[src/rtl/pipe_stage_buf.sv]
// Elastic in-order pipeline-stage buffer carrying {inst, pc} beats with valid/ready, flush-to-bubble.
// Optional performance counters (stall_cnt, flush_cnt) are built when PIPE_STAGE_PERF_EN is defined.
module pipe_stage_buf #(
  parameter int unsigned        INST_W   = 32,
  parameter int unsigned        PC_W     = 32,
  parameter int unsigned        DEPTH    = 2,
  parameter logic [INST_W-1:0]  NOP_INST = INST_W'(32'hF000_0000)
) (
  input  logic                         clk,
  input  logic                         reset,
  input  logic                         flush,
  input  logic                         in_valid,
  output logic                         in_ready,
  input  logic [INST_W-1:0]            in_inst,
  input  logic [PC_W-1:0]              in_pc,
  output logic                         out_valid,
  input  logic                         out_ready,
  output logic [INST_W-1:0]            out_inst,
  output logic [PC_W-1:0]              out_pc,
  output logic [$clog2(DEPTH+1)-1:0]   out_level
`ifdef PIPE_STAGE_PERF_EN
  ,
  output logic [31:0]                  stall_cnt,
  output logic [31:0]                  flush_cnt
`endif
);

  localparam int unsigned LW = $clog2(DEPTH + 1);
  localparam int unsigned PW = (DEPTH > 1) ? $clog2(DEPTH) : 1;
  localparam logic [PW-1:0] PTR_LAST = PW'(DEPTH - 1);
  localparam logic [LW-1:0] LVL_FULL = LW'(DEPTH);

  typedef struct packed {
    logic [INST_W-1:0] inst;
    logic [PC_W-1:0]   pc;
  } beat_t;

  beat_t          mem_q [DEPTH];
  beat_t          mem_d [DEPTH];
  logic [PW-1:0]  rd_ptr_q, rd_ptr_d;
  logic [PW-1:0]  wr_ptr_q, wr_ptr_d;
  logic [LW-1:0]  level_q, level_d;
  logic           push_c, pop_c;

  // Explicit wrap so non-power-of-two depths index only valid entries
  function automatic logic [PW-1:0] ptr_inc(input logic [PW-1:0] p);
    return (p == PTR_LAST) ? '0 : p + PW'(1);
  endfunction

  // Handshake and head presentation; flush forces both sides idle
  always_comb begin
    in_ready  = !flush && ((level_q < LVL_FULL) || out_ready);
    out_valid = !flush && (level_q != '0);
    push_c    = in_valid && in_ready;
    pop_c     = out_valid && out_ready;
    out_inst  = NOP_INST;
    out_pc    = '0;
    out_level = level_q;
    if (out_valid) begin
      out_inst = mem_q[rd_ptr_q].inst;
      out_pc   = mem_q[rd_ptr_q].pc;
    end
  end

  // Next-state for pointers, occupancy and storage
  always_comb begin
    rd_ptr_d = rd_ptr_q;
    wr_ptr_d = wr_ptr_q;
    level_d  = level_q;
    mem_d    = mem_q;
    if (flush) begin
      rd_ptr_d = '0;
      wr_ptr_d = '0;
      level_d  = '0;
    end else begin
      if (push_c) begin
        mem_d[wr_ptr_q].inst = in_inst;
        mem_d[wr_ptr_q].pc   = in_pc;
        wr_ptr_d             = ptr_inc(wr_ptr_q);
      end
      if (pop_c) begin
        rd_ptr_d = ptr_inc(rd_ptr_q);
      end
      case ({push_c, pop_c})
        2'b10:   level_d = level_q + LW'(1);
        2'b01:   level_d = level_q - LW'(1);
        default: level_d = level_q;
      endcase
    end
  end

`ifdef PIPE_STAGE_PERF_EN
  logic [31:0] stall_cnt_q, stall_cnt_d;
  logic [31:0] flush_cnt_q, flush_cnt_d;
  logic [32:0] flush_sum_c;

  // Saturating counters: stalled head cycles and beats discarded by flush
  always_comb begin
    stall_cnt_d = stall_cnt_q;
    flush_cnt_d = flush_cnt_q;
    flush_sum_c = 33'(flush_cnt_q) + 33'(level_q);
    if (out_valid && !out_ready && (stall_cnt_q != 32'hFFFF_FFFF)) begin
      stall_cnt_d = stall_cnt_q + 32'd1;
    end
    if (flush) begin
      flush_cnt_d = flush_sum_c[32] ? 32'hFFFF_FFFF : flush_sum_c[31:0];
    end
  end

  assign stall_cnt = stall_cnt_q;
  assign flush_cnt = flush_cnt_q;
`endif

  always_ff @(posedge clk) begin
    if (!reset) begin
      rd_ptr_q    <= '0;
      wr_ptr_q    <= '0;
      level_q     <= '0;
`ifdef PIPE_STAGE_PERF_EN
      stall_cnt_q <= '0;
      flush_cnt_q <= '0;
`endif
    end else begin
      rd_ptr_q    <= rd_ptr_d;
      wr_ptr_q    <= wr_ptr_d;
      level_q     <= level_d;
`ifdef PIPE_STAGE_PERF_EN
      stall_cnt_q <= stall_cnt_d;
      flush_cnt_q <= flush_cnt_d;
`endif
    end
  end

  // Storage needs no reset; occupancy decides what is visible
  always_ff @(posedge clk) begin
    mem_q <= mem_d;
  end

endmodule

[config.mk]
export PLATFORM = sky130hd
export DESIGN_NAME = pipe_stage_buf
export DESIGN_NICKNAME = d
export VERILOG_FILES = /design/src/rtl/pipe_stage_buf.sv
export SDC_FILE = /design/constraint.sdc
export NUM_CORES = 1
export LEC_CHECK = 0
export BUFFER_PORTS_ARGS = -buffer_cell sky130_fd_sc_hd__buf_2
export CORE_UTILIZATION = 40
export CTS_BUF_LIST = sky130_fd_sc_hd__clkbuf_8
export CTS_CLUSTER_DIAMETER = 30
export CTS_CLUSTER_SIZE = 24
export DETAILED_ROUTE_END_ITERATION = 6
export GPL_ROUTABILITY_DRIVEN = 0
export GPL_TIMING_DRIVEN = 0
export PLACE_DENSITY = 0.66
export SLEW_MARGIN = 20
export SYNTH_ARGS = -nofsm -noshare
export SYNTH_HDL_FRONTEND = slang
export SYNTH_SLANG_ARGS = --single-unit
export TNS_END_PERCENT = 10
[constraint.sdc]
create_clock -name clk -period 4.95 [get_ports clk]
set_clock_uncertainty 0.15 [all_clocks]
set_input_delay 1.485 -clock clk [delete_from_list [all_inputs] [get_ports clk]]
set_output_delay 1.485 -clock clk [all_outputs]
set_load 0.01 [all_outputs]
---- After elaboration in Yosys (flattened, before gate mapping) ----
Cells that the tools add are included.
storage, ports and cells
  register bits after elaboration ......... 132
  bits of input ports ..................... 69
  output and inout port bits .............. 68
  logic and storage cells ................. 46
cells by class
  add/subtract/negate cells ............... 4
  magnitude comparators ................... 4
  equal/unequal tests ..................... 2
  muxes and demuxes ....................... 14
  bitwise gates (word level) .............. 4
  reductions and logical operators ........ 11
operators by type and width
  cell                   count
  $bwmux W128            2
  $mux W64               4
  $demux W64 S1          2
  $mux W32               3
  $logic_and A1 B1 Y1    5
  $ge A2 B2 Y1 const B   2
  $not A1 Y2             2
  $pmux W2 S2            1
  $reduce_bool A2 Y1     2
  $add A1 B1 Y1 const B  2
  $add A2 B1 Y2 const B  1
  $eq A2 B1 Y1 const B   1
  $eq A2 B2 Y1 const B   1
  $lt A2 B1 Y1 const B   1
  $lt A2 B2 Y1 const B   1
  $mux W1                2
  $not A1 Y1             2
  $reduce_and A2 Y1      1
  $reduce_or A2 Y1       1
  $sub A2 B1 Y2 const B  1
  $logic_not A1 Y1       1
  $logic_or A1 B1 Y1     1

---- Depth between registers and ports, before layout ----
Gate-level depths: netlist (run 1).
  word-level depth ........................ 7
  gate-level depth with buffers ........... 8
  depth with buffers taken out ............ 8

---- Worst setup path before layout (run 1) ----
Ideal clock, no wire load.
  path kind ............................... input-to-reg
  from .................................... input in_valid
  to ...................................... register mem_q[100] (netlist name) (enable)
  library setup time ...................... 486 ps
  data arrival time ....................... 4594 ps
  data required time ...................... 4314 ps
  path slack .............................. -280 ps
  stages .................................. 3
  buffers on the path ..................... 0
  cell sequence ........................... inv_1 > or3_1 > nor2_1
between the ends
  cells in the longest elaborated chain, start to end .. 2
ends and longest elaborated chain
  what                                line  source
  start: declaration                  12    input logic in_valid,
  $logic_and A1 B1 Y1                 54    push_c = in_valid && in_ready;
  $reduce_and A2 Y1 (no source line)  n/a
  end signal: assignment              136   mem_q <= mem_d;
  end: declaration                    38    beat_t mem_q [DEPTH];
Every way passes these cells.
A chain may end at the register's enable or synchronous reset.

---- Final worst setup path (run 1) ----
  from .................................... input flush
  to ...................................... output out_pc[0]
between the ends
  cells in the longest elaborated chain, start to end .. 3
ends and longest elaborated chain
  what                 line  source
  start: declaration   11    input logic flush,
  $logic_not A1 Y1     53    out_valid = !flush && (level_q != '0);
  $logic_and A1 B1 Y1  53
  $mux W32             59    if (out_valid) begin
  end: declaration     19    output logic [PC_W-1:0] out_pc,
Every way passes these cells.

==> impl_results.md, run 1 <==
* Fin. Hold Viols at 0
* Startpoint class of the critical path: input pin
* Global-route wire length before repair at 17400 um
* Die H at 119 um
* LEAKAGE at around 0.0027 uW
* Critical Path RT at 3310 ps
* R2R Path Start: wr_ptr_q
* Routed wl met2 at 5660 um
* Fin nets at 597
* Final WL at 11200 um
* Finished Cell Area at 6910 um^2
* Largest net degree at the start of global routing at 45
* WP data arrival at between 2000 and 3000 ps
* Commonest cells after routing, fill and taps aside: buf_2, edfxtp_1, mux2i_1
* P&R area growth vs syn at 26.9%
* Antenna violations before repair at 0
* Slowest stage cell, crit path: clkbuf_1
* Die area at 14100 um^2
* Crit path from: flush
* Number of clock sinks at 132
* Setup-failing EPs final at 0
* TritonCTS buffer count at 17
* Max Slew Vio Count at 0
* Yosys cell types at 19
* Clock latency at the later pin of the worst-skew pair at 430 ps
* Syn Nets at 438
* Maximum root-to-sink buffer count at 2
* Detail Route Antenna Nets at 0
* Layout cells sized above 1 at 33.4%
* Root Driver: clkbuf_8
* Vias at about 3300
* Largest family of logic cells by synthesized area: simple AND/OR/NAND/NOR gates
* F_max at 235 MHz
* Ant diodes at 0
* Met3 Wirelength at 590 um
* Seq/Total Area, Yosys at 72.1%
* Chip Width at 119 um
* Total Routing Usage GR at 17.0%
* Hold slack at 400 ps
* Mapped Cells at 368
* Post-layout util at 52.2%
* Slew at the pin closest to its max-slew limit at slightly above 700 ps
* CTS H-tree lvls at 4
* Largest cells by area after synthesis: edfxtp_1, mux2i_1, nor2_1, and2_1, nor2b_1
* Initial DRC Count at 151
* Mux share of post-synthesis cell area at roughly an eighth
* Min Tclk post-route at 4250 ps
* Drt pass-1 iters at 4
* Most frequent CP cell: buf_2
* Worst r2r dst: mem_q[67]
* Crit-path max cell delay at 480 ps
* HPWL Detailed at 7500 um
* Residual DRC at 0
* Register-to-Register Path Depth at 5
* I/O pins at 137
* Core area at approximately 13000 um^2
* Crit share post-route at 85.9%
* Sequence of cells on the critical path: buf_2, inv_1, o21ai_2, clkbuf_1, nor2_1, buf_2
* RSZ-0062 raised after global routing: false
* Synth Warn # at 0
* Worst setup EP type: output port
* Crit path kind: in -> out
* Yosys reg bits at 132
* Uppermost routed layer: met4
* Vias in the first global route at approximately 3400
* VDD IR max at 0.000224 V
* Setup bufs post-CTS at 0
* Slew margin rel. at between 50% and 60%
* Commonest non-fill, non-tap cell in the layout: buf_2
* Reg2reg setup slack at 2620 ps
* Post-synthesis xor/xnor area fraction at less than 1%
* TritonCTS clock tree: yes
* DRT met1 WL at 4760 um
* Hold-fix buffers at CTS at 0
* Clock transition at path regs at 70 ps
* Adder-Cell Fraction of Synth Area at less than 1%
* PortBufs at ~140
* Wire per inst at around 16 um
* Worst min path class: reg -> reg
* PostCTS Resize Cnt at 0
* Top cell type's share of synthesized area at around 71%
* Worst setup path endpoint: out_pc[0]
* Site Rows at 42
* Starting Density at 41.1%
* Compound-gate portion of the synthesized area at 0.620%
* Worst Path Max Fanout at 10
* Syn avg cell area at between 10 and 15 um^2
* Synthesized cell area at 5450 um^2
* Max cap viols at 0
* Area leader, netlist: edfxtp_1
* Overflow after GRT at 0
* Outcome: finished clean
* Post-synthesis simple-gate area fraction at approximately an eighth
* Pwr/cell area at 349 nW/um^2
* Post-Place Cell Area at 6470 um^2
* Vias/cell at 4.65
critical path, delay by kind of cell:
kind / cells / cell delay (ps)
simple gates: 1 / 120
buf+inv: 4 / 800
compound gates: 1 / 200
cells in the mapped netlist, drive strengths merged:
cell type / instances
nor2: 64
dfxtp: 4
nand2: 5
ha: 1
xor2: 2
buf: 8
mux2i: 64
a21oi: 2
o21ai: 4
and3: 1
xnor2: 1
inv: 3
nor2b: 33
clkbuf: 12
and2: 33
or3: 3
edfxtp: 128
per-layer routing:
metal	up-vias	global-route usage, %
li1	1626	-
met2	89	29.0
met5	-	0
met1	1596	19.5
met4	0	8.54
met3	13	4.63
layout make-up:
cell class / count / area [um^2]
flip-flops and latches: 132 / 3920
clock buffers: 17 / 234
well taps: 176 / 220
repair buffers: 140 / 791
clock inverters: 14 / 208
plain buffers: 20 / 100
fillers: 1176 / 6330
inverters: 3 / 11.3
multi-input cells: 213 / 1420
registers in the layout, indices dropped and copies added, names as in the netlist:
| signal | count |
|---|---|
| mem_q | 128 |
| out_level | 2 |
| rd_ptr_q | 1 |
| wr_ptr_q | 1 |
cells by family (layout without fill, tap and decap cells):
group           count (synthesis)  after routing
fa+ha+maj                       1              1
xor+xnor                        3              3
buf+inv                        23            194
compound gates                  6              6
simple gates                  139            139
mux                            64             64
flops                         132            132
how the worst min path moves through the flow:
stage / startpoint / to / slack [ps] / cells after the start
floorplan: out_level[1] / out_level[1] / 390 / 2
global placement: out_level[1] / out_level[1] / 370 / 2
detailed placement: out_level[1] / out_level[1] / 390 / 2
CTS: out_level[1] / out_level[1] / 400 / 2
global route: out_level[1] / out_level[1] / 460 / 2
finish: out_level[1] / out_level[1] / 400 / 2
where the power goes:
group | switching [uW] | internal, uW
combinational | 75.3 | 62.3
sequential | 7.19 | 1260
clock | 415 | 594
total | 498 | 1910
stage by stage:
stage          worst slack [ps]  TNS (ps)  total power [uW]  std cells
2_1_floorplan               786         0              1360        368
3_3_place_gp               -367    -23260              1420        680
3_5_place_dp                643         0              1430        684
4_1_cts                     640         0              2440        715
5_1_grt                     601         0              2500        715
6_report                    699         0              2410        715
Note: power is estimated with default switching activity, not from simulation.
==> run 2: changes to the inputs <==
--- a/config.mk
+++ b/config.mk
@@ -6,14 +6,14 @@
 export NUM_CORES = 1
 export LEC_CHECK = 0
 export BUFFER_PORTS_ARGS = -buffer_cell sky130_fd_sc_hd__buf_2
-export CORE_UTILIZATION = 40
+export CORE_UTILIZATION = 46
 export CTS_BUF_LIST = sky130_fd_sc_hd__clkbuf_8
 export CTS_CLUSTER_DIAMETER = 30
 export CTS_CLUSTER_SIZE = 24
 export DETAILED_ROUTE_END_ITERATION = 6
 export GPL_ROUTABILITY_DRIVEN = 0
 export GPL_TIMING_DRIVEN = 0
-export PLACE_DENSITY = 0.66
+export PLACE_DENSITY = 0.74
 export SLEW_MARGIN = 20
 export SYNTH_ARGS = -nofsm -noshare
 export SYNTH_HDL_FRONTEND = slang
==> run 2 against run 1 <==
Effect of this change: worst setup slack gained 46 ps; via count shrank 0.12%; combinational power shrank 3%; non-clock buffer count shrank 1; first-iteration DRC count grew 19%; total power shrank 2.3%; fmax grew 1.1%; design area shrank 1.3%.
==> impl_results.md, run 2 (synthesized netlist as in run 1, its figures left out) <==
* Reg2reg setup slack at 2580 ps (was 2620 ps)
* PortBufs at 136 (unchanged)
* Most frequent CP cell: buf_2 (unchanged)
* Site Rows at 39 (was 42)
* Layout cells sized above 1 at 33.2% (was 33.4%)
* Startpoint class of the critical path: input pin (unchanged)
* Setup-failing EPs final at 0 (unchanged)
* Slowest stage cell, crit path: clkbuf_1 (unchanged)
* F_max at 238 MHz (was 235 MHz)
* Post-Place Cell Area at 6390 um^2 (was 6470 um^2)
* Total Routing Usage GR at 18.6% (was 17.0%)
* Crit-path max cell delay at 450 ps (was 480 ps)
* Die H at 111 um (was 119 um)
* Initial DRC Count at 179 (was 151)
* Setup bufs post-CTS at 0 (unchanged)
* Die area at 12300 um^2 (was 14100 um^2)
* LEAKAGE at 0.00263 uW (was 0.00266 uW)
* Overflow after GRT at 0 (unchanged)
* I/O pins at 137 (unchanged)
* Pwr/cell area at 346 nW/um^2 (was 349 nW/um^2)
* Worst Path Max Fanout at 10 (unchanged)
* Worst setup EP type: output port (unchanged)
* Fin nets at 596 (was 597)
* Largest Register: mem_q (unchanged)
* Finished Cell Area at 6820 um^2 (was 6910 um^2)
* Drt pass-1 iters at 4 (unchanged)
* Wire per inst at 15.8 um (was 15.6 um)
* Largest net degree at the start of global routing at 45 (unchanged)
* Final WL at 10800 um (was 11200 um)
* Vias at 3320 (was 3324)
* Clock latency at the later pin of the worst-skew pair at 420 ps (was 430 ps)
* Post-layout util at 59.5% (was 52.2%)
* Max Slew Vio Count at 0 (unchanged)
* Slew at the pin closest to its max-slew limit at 718 ps (was 705 ps)
* PostCTS Resize Cnt at 0 (unchanged)
* R2R Path Start: wr_ptr_q (unchanged)
* Min Tclk post-route at 4210 ps (was 4250 ps)
* Slew margin rel. at 52.0% (was 53.0%)
* CTS H-tree lvls at 4 (unchanged)
* TritonCTS clock tree: yes (unchanged)
* Fin. Hold Viols at 0 (unchanged)
* Commonest cells after routing, fill and taps aside: buf_2, edfxtp_1, mux2i_1 (unchanged)
* Residual DRC at 0 (unchanged)
* Hold slack at 412 ps (was 400 ps)
* Root Driver: clkbuf_8 (unchanged)
* Worst r2r dst: mem_q[77] (was mem_q[67])
* Worst min path class: reg -> reg (unchanged)
* Hold Crit Endpoint: out_level[1] (unchanged)
* Detail Route Antenna Nets at 0 (unchanged)
* Sequence of cells on the critical path: buf_2, inv_1, o21ai_2, clkbuf_1, nor2_1, buf_2 (unchanged)
* Cells after DPL at 650 (was 684)
* Vias in the first global route at 3410 (was 3375)
* Crit path from: flush (unchanged)
* Global-route wire length before repair at 17100 um (was 17400 um)
* Hold path depth at 2 (unchanged)
* Maximum root-to-sink buffer count at 2 (unchanged)
* Hold-fix buffers at CTS at 0 (unchanged)
* Core area at 11500 um^2 (was 13200 um^2)
* Final Power at 2360 uW (was 2410 uW)
* Max cap viols at 0 (unchanged)
* RSZ-0062 raised after global routing: false (unchanged)
* Chip Width at 111 um (was 119 um)
* Crit share post-route at 85.0% (was 85.9%)
* Max reg flops at 128 (unchanged)
* Hold path start: out_level[1] (unchanged)
* Commonest non-fill, non-tap cell in the layout: buf_2 (unchanged)
* P&R area growth vs syn at 25.2% (was 26.9%)
* VDD IR max at 0.000185 V (was 0.000224 V)
* TritonCTS buffer count at 17 (unchanged)
* WP data arrival at 2570 ps (was 2620 ps)
* Vias/cell at 4.86 (was 4.65)
* Outcome: finished clean (unchanged)
* Clock transition at path regs at 80 ps (was 70 ps)
* Register-to-Register Path Depth at 4 (was 5)
* HPWL Detailed at 7310 um (was 7500 um)
* Number of clock sinks at 132 (unchanged)
* Finished Layout Cells at 683 (was 715)
* Crit path kind: in -> out (unchanged)
* Antenna violations before repair at 2 (was 0)
* Critical Path RT at 3310 ps (about the same)
* Starting Density at 47.5% (was 41.1%)
-- run 2: cell types whose count changed in the layout (fill, tap and decap cells not counted), sizes merged --
cell,change
bufinv,-1
clkinvlp,+1
inv,-2
clkinv,+3
buf,-1
diode,+1
-- run 2: metrics by stage --
step | setup TNS (ps) | setup slack, ps
after floorplan | 0 | 786
after global placement | -16970 | -267
after detailed placement | 0 | 712
after CTS | 0 | 706
after global routing | 0 | 649
final | 0 | 744
-- run 2: layout make-up --
class,instances,area [um^2]
tap,143,179
fill,907,4650
buffer,20,100
multi-input combinational,213,1420
antenna,1,2.50
clock buffer,17,234
timing repair buffer,139,756
clock inverter,15,189
sequential,132,3920
inverter,3,11.3
-- run 2: power breakdown --
part	total (uW)	internal [uW]	switching, uW
combinational	134	59.2	74.5
sequential	1270	1260	7.46
clock	957	542	415
-- run 2: worst max-delay path by stage --
stage | end | slack [ps] | cells past startpoint
global placement | mem_q[103] | -270 | 4
finish | out_pc[2] | 740 | 6
detailed placement | out_pc[2] | 710 | 6
CTS | out_pc[2] | 710 | 6
floorplan | mem_q[100] | 790 | 3
global route | out_pc[3] | 650 | 6
-- run 2: worst max-delay path: cells and delay by family --
| kind | cells | cell delay (ps) |
|---|---|---|
| compound gates | 1 | 180 |
| simple gates | 1 | 130 |
| buf+inv | 4 | 770 |
-- run 2: layer usage --
layer | vias up | GRT usage, % | part of all wire (%) | routed length, um
met5 | - | 0 | 0.093 | 10
met4 | 2 | 6.67 | 1.2 | 125
met3 | 11 | 5.63 | 5.3 | 576
met2 | 93 | 31.6 | 51 | 5530
met1 | 1589 | 22.4 | 42 | 4540
li1 | 1625 | - | - | -
==> run 3: changes to the inputs <==
==> constraint.sdc (replaced) <==
create_clock -name clk -period 3.5 [get_ports clk]
set_clock_uncertainty 0.15 [all_clocks]
set_input_delay 1.05 -clock clk [delete_from_list [all_inputs] [get_ports clk]]
set_output_delay 1.05 -clock clk [all_outputs]
set_load 0.01 [all_outputs]
==> run 3 against run 2 <==
Effect of this change: sequential power increased by 41%; sequential share of layout area increased by 0.61 points; routed wire length increased by 2.0%; final cell count unchanged; clock-buffer cell count unchanged; via count increased by 0.42%; global-route usage increased by 0.27 points.
==> impl_results.md, run 3 (synthesized netlist as in run 1, its figures left out) <==
* Outcome: finished clean (unchanged)
* Worst Path Max Fanout at 10 (unchanged)
* TritonCTS clock tree: yes (unchanged)
* HPWL Detailed at 7420 um (was 7310 um)
* VDD IR max at 0.000231 V (was 0.000185 V)
* Global-route wire length before repair at 17300 um (was 17100 um)
* Detail Route Antenna Nets at 0 (unchanged)
* Worst min path class: reg -> reg (unchanged)
* Finished Cell Area at 6750 um^2 (was 6820 um^2)
* Crit-path max cell delay at 440 ps (was 450 ps)
* Overflow after GRT at 0 (unchanged)
* Clock latency at the later pin of the worst-skew pair at 430 ps (was 420 ps)
* Starting Density at 47.5% (unchanged)
* Sequential power share at 58.8% (was 53.7%)
* Drt pass-1 iters at 5 (was 4)
* Fin nets at 597 (was 596)
* I/O pins at 137 (unchanged)
* Max reg flops at 128 (unchanged)
* Commonest non-fill, non-tap cell in the layout: buf_2 (unchanged)
* Max cap viols at 0 (unchanged)
* Most frequent CP cell: buf_2 (unchanged)
* Chip Width at 111 um (unchanged)
* Vias at 3334 (was 3320)
* Comb power frac at 6.4% (was 5.7%)
* CTS H-tree lvls at 4 (unchanged)
* F_max at 304 MHz
* Vias/cell at 4.88 (was 4.86)
* Max Slew Vio Count at 0 (unchanged)
* Largest net degree at the start of global routing at 37 (was 45)
* Vias in the first global route at 3496 (was 3410)
* Initial DRC Count at 180 (was 179)
* Final WL at 11000 um (was 10800 um)
* Commonest cells after routing, fill and taps aside: buf_2, edfxtp_1, mux2i_1 (unchanged)
* Setup bufs post-CTS at 0 (unchanged)
* Internal power at 2340 uW (was 1860 uW)
* Critical Path RT at 2300 ps (was 3310 ps)
* Startpoint class of the critical path: input pin (unchanged)
* TritonCTS buffer count at 17 (unchanged)
* Maximum root-to-sink buffer count at 2 (unchanged)
* Ant diodes at 0 (was 1)
* Largest Register: mem_q (unchanged)
* CP delay by family, top: buffers and inverters (unchanged)
* Pre-CTS WS at 89.1 ps (was 712 ps)
* Post-route setup TNS at 0 ps (unchanged)
* Number of clock sinks at 132 (unchanged)
* Die H at 111 um (unchanged)
* Sw Ratio at 23.1% (was 21.1%)
* Post-Place Cell Area at 6420 um^2 (was 6390 um^2)
* Slew margin rel. at 57.1% (was 52.0%)
* Min Tclk post-route at around 3300 ps
* NetSw at 703 uW (was 497 uW)
* Layout cells sized above 1 at 33.1% (was 33.2%)
* Worst Path Buf+Inv at 4 (unchanged)
* P&R area growth vs syn at 23.9% (was 25.2%)
* RSZ-0062 raised after global routing: false (unchanged)
* Clock transition at path regs at 70 ps (was 80 ps)
* Slowest stage cell, crit path: clkbuf_1 (unchanged)
* Site Rows at 39 (unchanged)
* Clock power share at 34.9% (was 40.6%)
* Sequence of cells on the critical path: buf_2, inv_1, o21ai_2, clkbuf_1, nor2_1, buf_2 (unchanged)
* PostCTS Resize Cnt at 0 (unchanged)
* Antenna violations before repair at 1 (was 2)
* LEAKAGE at 0.00261 uW (was 0.00263 uW)
* Setup-failing EPs final at 0 (unchanged)
* Core area at 11500 um^2 (unchanged)
* Worst setup EP type: output port (unchanged)
* Pwr/cell area at 452 nW/um^2 (was 346 nW/um^2)
* Fin. Hold Viols at 0 (unchanged)
* Die area at 12300 um^2 (unchanged)
* Wire per inst at 16.1 um (was 15.8 um)
* Fill count at 931 (was 907)
* Total Routing Usage GR at 18.9% (was 18.6%)
* PortBufs at 136 (unchanged)
* Root Driver: clkbuf_8 (unchanged)
* Slew at the pin closest to its max-slew limit at 644 ps (was 718 ps)
* Residual DRC at 0 (unchanged)
* Hold-fix buffers at CTS at 0 (unchanged)
* WP data arrival at 2090 ps (was 2570 ps)
* Crit share post-route at 94.0%
* Crit path kind: in -> out (unchanged)
* Post-layout util at 58.8% (was 59.5%)
* Setup ws final at 209 ps (was 744 ps)
-- run 3: stage by stage --
step / hold WS (ps) / instances / total power [uW]
CTS: 424 / 683 / 3080
finish: 436 / 683 / 3050
detailed placement: 416 / 651 / 2020
global placement: 366 / 647 / 2000
floorplan: 395 / 368 / 1920
global route: 467 / 683 / 3160
-- run 3: tightest hold or removal path, stage by stage (launching register included) --
cell and delay, ps:
dfxtp_1 360, o21ai_0 110, a21oi_1 70
-- run 3: final timing paths --
kind                                   start  depth (start not counted)  slack [ps]           end
worst max register to register  out_level[1]                          6        1300  out_level[1]
worst min-delay path            out_level[1]                          2         440  out_level[1]
worst min register to register  out_level[1]                          2         440  out_level[1]
worst max-delay path                   flush                          6         210     out_pc[8]
-- run 3: final cells by class --
class	count	area, um^2	share of cell area (%)
well taps	143	179	2.65
clock buffers	17	234	3.47
repair buffers	140	783	11.6
multi-input cells	213	1420	21.1
clock inverters	15	91.3	1.35
flip-flops and latches	132	3920	58.2
plain buffers	20	101	1.50
inverters	3	11.3	0.167
-- run 3: per-layer routing --
| layer | up-vias | part of all wire [%] | routed length [um] | GRT usage (%) |
|---|---|---|---|---|
| met5 | - | 0.12 | 13 | 0 |
| met4 | 2 | 2.0 | 221 | 8.27 |
| met3 | 21 | 5.1 | 562 | 5.63 |
| met2 | 96 | 51 | 5630 | 32.8 |
| met1 | 1593 | 42 | 4570 | 21.6 |
| li1 | 1622 | - | - | - |
-- run 3: power by group through the flow --
| stage | registers [uW] | logic, uW | clock network [uW] |
|---|---|---|---|
| floorplan | 1820 | 95.4 | 0 |
| global placement | 1830 | 175 | 0 |
| detailed placement | 1830 | 197 | 0 |
| CTS | 1790 | 198 | 1090 |
| global route | 1790 | 216 | 1150 |
| finish | 1790 | 194 | 1060 |
